File: src/rtl/decade_clock_gen.sv
// Cascaded decade clock-enable generator: per-channel one-cycle ticks plus 50% squares.
// Optional square decode is built only when CLOCKS_SQUARE_EN is defined; otherwise square_o is 0.
module decade_clock_gen #(
  parameter int CLK_HZ  = 50_000_000,
  parameter int BASE_HZ = 10,
  parameter int DECADE  = 10,
  parameter int NUM_CH  = 3
) (
  input  logic              clk,
  input  logic              rst,
  input  logic              en,
  input  logic              clr,
  output logic [NUM_CH-1:0] tick_o,
  output logic [NUM_CH-1:0] square_o
);

  localparam int PRESCALE = CLK_HZ / BASE_HZ;
  localparam int PW       = (PRESCALE > 1) ? $clog2(PRESCALE) : 1;
  localparam int DW       = (DECADE > 1) ? $clog2(DECADE) : 1;

  localparam logic [PW-1:0] PRE_LAST = PW'(PRESCALE - 1);
  localparam logic [PW-1:0] PRE_HALF = PW'(PRESCALE / 2);
  localparam logic [DW-1:0] DEC_LAST = DW'(DECADE - 1);
  localparam logic [DW-1:0] DEC_HALF = DW'(DECADE / 2);

  logic [PW-1:0]     pre_cnt_q, pre_cnt_d;
  logic              base;
  logic [NUM_CH-1:0] at_last;
  logic [NUM_CH-1:0] carry;
  logic [NUM_CH-1:0] carry_q, carry_d;
  logic [NUM_CH-1:0] tick_q, tick_d;

  assign base       = en & (pre_cnt_q == PRE_LAST);
  assign at_last[0] = 1'b1;
  assign carry[0]   = base;

  always_comb begin
    pre_cnt_d = pre_cnt_q;
    if (clr) begin
      pre_cnt_d = '0;
    end else if (en) begin
      pre_cnt_d = (pre_cnt_q == PRE_LAST) ? '0 : pre_cnt_q + 1'b1;
    end
  end

  // The wrap event is parked in carry_q while en is low so a paused tick is
  // neither lost nor duplicated; it emerges on the next enabled edge.
  always_comb begin
    carry_d = carry_q;
    tick_d  = '0;
    if (clr) begin
      carry_d = '0;
    end else if (en) begin
      carry_d = carry;
      tick_d  = carry_q;
    end
  end

  always_ff @(posedge clk or posedge rst) begin
    if (rst) begin
      pre_cnt_q <= '0;
      carry_q   <= '0;
      tick_q    <= '0;
    end else begin
      pre_cnt_q <= pre_cnt_d;
      carry_q   <= carry_d;
      tick_q    <= tick_d;
    end
  end

  assign tick_o = tick_q;

`ifdef CLOCKS_SQUARE_EN
  assign square_o[0] = (pre_cnt_q < PRE_HALF);
`else
  assign square_o[0] = 1'b0;
`endif

  genvar gi;
  generate
    for (gi = 1; gi < NUM_CH; gi++) begin : g_stage
      logic [DW-1:0] cnt_q, cnt_d;

      always_comb begin
        cnt_d = cnt_q;
        if (clr) begin
          cnt_d = '0;
        end else if (carry[gi-1]) begin
          cnt_d = (cnt_q == DEC_LAST) ? '0 : cnt_q + 1'b1;
        end
      end

      always_ff @(posedge clk or posedge rst) begin
        if (rst) begin
          cnt_q <= '0;
        end else begin
          cnt_q <= cnt_d;
        end
      end

      assign at_last[gi] = (cnt_q == DEC_LAST);
      // Prefix AND of terminal counts avoids a self-referencing carry chain.
      assign carry[gi]   = base & (&at_last[gi:0]);

`ifdef CLOCKS_SQUARE_EN
      assign square_o[gi] = (cnt_q < DEC_HALF);
`else
      assign square_o[gi] = 1'b0;
`endif
    end
  endgenerate

`ifndef CLOCKS_SQUARE_EN
  logic unused_half;
  assign unused_half = ^{PRE_HALF, DEC_HALF};
`endif

endmodule

File: config.mk
export PLATFORM = sky130hd
export DESIGN_NAME = decade_clock_gen
export DESIGN_NICKNAME = d
export VERILOG_FILES = /design/src/rtl/decade_clock_gen.sv
export SDC_FILE = /design/constraint.sdc
export NUM_CORES = 1
export LEC_CHECK = 0
export CAP_MARGIN = 20
export CORE_UTILIZATION = 53
export CTS_CLUSTER_SIZE = 20
export DETAILED_ROUTE_END_ITERATION = 16
export GPL_ROUTABILITY_DRIVEN = 0
export PLACE_DENSITY = 0.8
export SLEW_MARGIN = 20
export SYNTH_ARGS = -nofsm -noshare
export SYNTH_HDL_FRONTEND = slang
export SYNTH_SLANG_ARGS = --single-unit
File: constraint.sdc
create_clock -name clk -period 1.7 [get_ports clk]
set_input_delay 0.34 -clock clk [delete_from_list [all_inputs] [get_ports clk]]
set_output_delay 0.34 -clock clk [all_outputs]
set_load 0.05 [all_outputs]
# Yosys cells after proc, flatten, opt, wreduce, memory -nomap -nowiden
# Index checks and enable logic that the tools add are counted.
totals:
  input_bits: 4
  memories: 0
  ramBits: 0
  ff_bits: 37
  latch_bits: 0
  elab_cells: 31
  output_inout_bits: 6
  rom_bits: 0
op_classes:
  n_addsub: 3
  magnitude_cmp: 0
  shifts: 0
  n_div: 0
  n_reduce_logical: 4
  bitwise: 3
  n_eq_ne: 3
  multipliers: 0
  mux: 13
ops:
  columns: ["op", "count"]
  rows:
  - ["23-bit two-way mux", 3]
  - ["4-bit two-way mux", 6]
  - ["23-bit by 1-bit adder with 23-bit output, second input constant", 1]
  - ["23-bit equality test, second input constant", 1]
  - ["3-bit two-way mux", 4]
  - ["4-bit by 1-bit adder with 4-bit output, second input constant", 2]
  - ["4-bit equality test, second input constant", 2]
  - ["2-bit nonzero test", 3]
  - ["1-bit bitwise AND", 3]
  - ["2-bit AND reduction", 1]

# Logic depth before layout (Yosys ltp)
depth:
  depth_word: 5
  ltp_mapped: 7
  depth_no_buf: 7

# Worst setup path after synthesis
# OpenSTA, ideal clock, no wires.
synth_path:
  path_kind: "register -> register"
  from: "reg pre_cnt_q[13]"
  to: "reg pre_cnt_q[22]"
  path_slack_ps: -181
  stages_incl_launch_ff: 6
  t_required_ps: 1565
  period_less_slack_ps: 1881
  n_path_buf: 0
  setup_time_ps: 135
  arrival_time_ps: 1746
  path_cell_list: "dfrtp_1 -> or4_4 -> nor4_4 -> a21boi_0 -> a41oi_1 -> a31oi_1"
synth_between:
  elab_chain_len: 4
  word_cells_on_any_way: 5
  classes_between: "add/sub (1); eq/ne (1); mux (3)"
synth_rtl:
  columns: ["element", "line_no", "source"]
  rows:
  - ["from (decl)", "26", "logic [PW-1:0] pre_cnt_q, pre_cnt_d;"]
  - ["from (signal assigned)", "65", "pre_cnt_q <= pre_cnt_d;"]
  - ["23-bit by 1-bit adder with 23-bit output or 23-bit equality test (tied branches)", "42", "pre_cnt_d = (pre_cnt_q == PRE_LAST) ? '0 : pre_cnt_q + 1'b1;"]
  - ["23-bit two-way mux *", "42", null]
  - ["23-bit two-way mux *", "41", "end else if (en) begin"]
  - ["23-bit two-way mux *", "39", "if (clr) begin"]
# Mark *: on every way between the ends. The rest lies on a longest branch, timed or not. The select of a mux whose other input is x is not followed.
# A chain may end at the register's enable or synchronous reset.

# Worst setup path after layout
layout_path:
  from: "reg pre_cnt_q[12]"
  to: "reg g_stage[1].cnt_q[1]"
layout_between:
  elab_chain_len: 3
layout_rtl:
  columns: ["element", "line_no", "source"]
  rows:
  - ["23-bit equality test", "33", "assign base = en & (pre_cnt_q == PRE_LAST);"]
  - ["1-bit bitwise AND", "33", null]
  - ["2-bit nonzero test (no source line)", null, null]
  - ["to (signal assigned)", "97", "cnt_q <= cnt_d;"]
  - ["to (decl)", "82", "logic [DW-1:0] cnt_q, cnt_d;"]
# Every way passes these cells.

==> impl_metrics.env <==
export IMPL_vias=1685
export IMPL_fin_total_pwr_mw=1.929
export IMPL_clock_root_buffer="clkbuf_8"
export IMPL_min_period_ps=1844
export IMPL_ant_nets=0
export IMPL_nets=259
export IMPL_hpwl_um=2935
export IMPL_ys_seq_area_share_pct=47.44
export IMPL_yosysWarnings=0
export IMPL_globalRouteMet2Util_pct=39.67
export IMPL_timing_final_hold_violations=0
export IMPL_finalMaxSlewViolations=0
export IMPL_skew_ps=5.940
export IMPL_power_share_sequential_pct=46.0
export IMPL_synthCells=205
export IMPL_drc=0
export IMPL_peakVddDrop_uv=823.9
export IMPL_synth_edff_count=0
export IMPL_clockBufferDepth=2
export IMPL_cap_violations=0
export IMPL_yosys_register_bits=37
export IMPL_async_reset_ff_share_pct=100.0
export IMPL_cp_end_kind="flip-flop"
export IMPL_critical_path_cell_chain="or4_4 -> nor4_4 -> buf_6 -> nand3_4 -> or3_4 -> o21ai_2"
export IMPL_dp_cells=287
export IMPL_cts_buffers=5
export IMPL_drt_iter0_markers=131
export IMPL_cts_sinks=37
export IMPL_h_tree_depth=2
export IMPL_avgSynthCellArea_um2=9.521
export IMPL_setup_slack_ps=-143.7
export IMPL_synthDistinctLibCells=40
export IMPL_synth_top_area_share_pct=47.44
export IMPL_start_util_pct=56.71
export IMPL_grt_pass1_vias=1663
export IMPL_antenna_found_initial=0
export IMPL_die_h_um=62.69
export IMPL_fin_crit_sh_pct=108.5
export IMPL_grt_use_total_pct=24.80
export IMPL_setup_viol=31
export IMPL_avgRoutedWirePerCell_um=15.75
export IMPL_insertedDiodeCount=0
export IMPL_start_kind="flip-flop"
export IMPL_synth_flop_cell="dfrtp_1"
export IMPL_required_ps=1920
export IMPL_wl_um=4678
export IMPL_p_leak_nw=1.148
export IMPL_post_route_util_pct=76.59
export IMPL_grt_use_met3_pct=5.474
export IMPL_pwr_share_clk_pct=46.7
export IMPL_crit_type="reg2reg"
export IMPL_placement_io_buffers=6
export IMPL_die_area_mm2=0.003929
export IMPL_min_path_type="in2async"
export IMPL_finalSetupTns_ps=-2908
export IMPL_grt_max_degree=38
export IMPL_layout_cells_non_filler=297
export IMPL_yosys_area_top_type="dfrtp_1"
export IMPL_die_w_um=62.69
export IMPL_synth_area_leaders="dfrtp_1, xor2_1, nor2_1, nand2_1, xnor2_1"
export IMPL_worstPathArrival_ps=2070
export IMPL_fmax_mhz=542.4
export IMPL_layout_commonest_cell="dfrtp_1"
export IMPL_mostFrequentLayoutCells="dfrtp_1, buf_4, nand2_1"
export IMPL_final_layout_size_suffix_gt1_share_pct=34.26
export IMPL_met1_usage_pct=33.01
export IMPL_power_switching_uw=406.0
export IMPL_syn2layout_area_growth_pct=35.06
export IMPL_status="finished with violations"
export IMPL_clk_latency_ps=290
export IMPL_slowest_stage="or4_4"
export IMPL_syn_area_mm2=0.001952
export IMPL_tritoncts="built"
export IMPL_power_internal_mw=1.523
export IMPL_drtPass1Iterations=5
export IMPL_busiest_layer="met2"
export IMPL_clk_pin_slew_ps=70
export IMPL_max_stage_delay_ps=550
export IMPL_viasPerCell=5.673
export IMPL_overflow=0
export IMPL_rsz0062_at_grt="yes"
export IMPL_grt_pass1_wl_um=7576
export IMPL_violations="negative setup slack"
export IMPL_core_mm2=0.003442
export IMPL_combPwrFrac_pct=7.3
export IMPL_crit_fanout=6
export IMPL_power_density_mw_per_mm2=731.6
export IMPL_rows=21
export IMPL_sw_frac_of_total_pct=21.05
export IMPL_ios=10
[final timing paths]
check                               from                  end  slack (ps)  cells past startpoint
max in group asynchronous            rst         pre_cnt_q[9]        1120                      3
setup / recovery           pre_cnt_q[12]  g_stage[1].cnt_q[1]        -140                      6
hold / removal                       rst  g_stage[1].cnt_q[1]         400                      3
min in group clk              carry_q[0]           carry_q[0]         490                      2
setup reg to reg           pre_cnt_q[12]  g_stage[1].cnt_q[1]        -140                      6
hold reg to reg               carry_q[0]           carry_q[0]         490                      2
[repair_timing]
action,in CTS,in global routing
endpoints found under the hold margin,0,0
endpoints found under the setup margin,31,32
hold buffers,0,0
buffers inserted,0,1
cloned,1,0
pin swaps,20,7
gates resized for setup,26,22
[area by class of cell]
| cell class | count | area (um2) |
|---|---|---|
| sequential | 37 | 925.9 |
| multi-input combinational | 159 | 1131 |
| clock buffer | 5 | 68.82 |
| tap | 46 | 57.56 |
| clock inverter | 3 | 65.06 |
| inverter | 3 | 11.26 |
| fill | 203 | 805.8 |
| timing repair buffer | 44 | 376.6 |
[critical path, delay by kind of cell, from the launching register on]
family,cells,cell delay [ps]
and+or+nand+nor,4,1160
DFF,1,380
buffers and inverters,1,180
AOI/OAI and AO/OA,1,60
[metrics by stage]
stage | hold slack, ps | setup WS [ps] | cell area [um2]
3_5_place_dp | 462.9 | -154.2 | 2306
5_1_grt | 422.3 | -210.8 | 2636
3_3_place_gp | 445.8 | -155.1 | 2306
2_1_floorplan | 430.4 | -165.7 | 1962
4_1_cts | 410.3 | -144.6 | 2531
6_report | 396.7 | -143.7 | 2636
[sequential cells by signal, summed over array words and instances (netlist names)]
name	flops
carry_q	3
g_stage.cnt_q	8
pre_cnt_q	23
tick_o	3
[per-layer routing]
metal	up-vias	wire [um]
met5	-	0
met4	0	73
met3	6	194
met2	53	2340
met1	830	2069
li1	796	-
[Yosys cell counts (2+ instances only)]
cell type,instances
inv_1,3
nand3_1,11
a31oi_1,3
ha_1,5
a41oi_1,3
nand2b_1,3
dfrtp_1,37
buf_4,3
a21oi_1,3
nor2_1,26
xor2_1,14
nand4_1,11
nor2b_1,2
nor3_1,3
buf_2,4
xnor2_1,8
nand2_1,23
nor3b_1,2
o21ai_0,8
and2_1,5
or2_2,2
nor4_1,2
and3_1,7
[cells by family after synthesis]
| group | count (synthesis) | synth area share (%) |
|---|---|---|
| simple gates | 107 | 29.17 |
| flops | 37 | 47.44 |
| compound gates | 22 | 7.180 |
| xor+xnor | 22 | 9.872 |
| buf+inv | 11 | 2.948 |
| fa+ha+maj | 5 | 3.205 |
| other cells | 1 | 0.1921 |
[power by group through the flow]
stage | registers (mW) | clock network [mW] | logic, mW
3_3_place_gp | 0.904 | 0 | 0.115
2_1_floorplan | 0.907 | 0 | 0.0698
4_1_cts | 0.887 | 0.907 | 0.129
5_1_grt | 0.887 | 0.953 | 0.152
6_report | 0.888 | 0.900 | 0.141
3_5_place_dp | 0.905 | 0 | 0.117
Note: power is estimated with default switching activity, not from simulation.
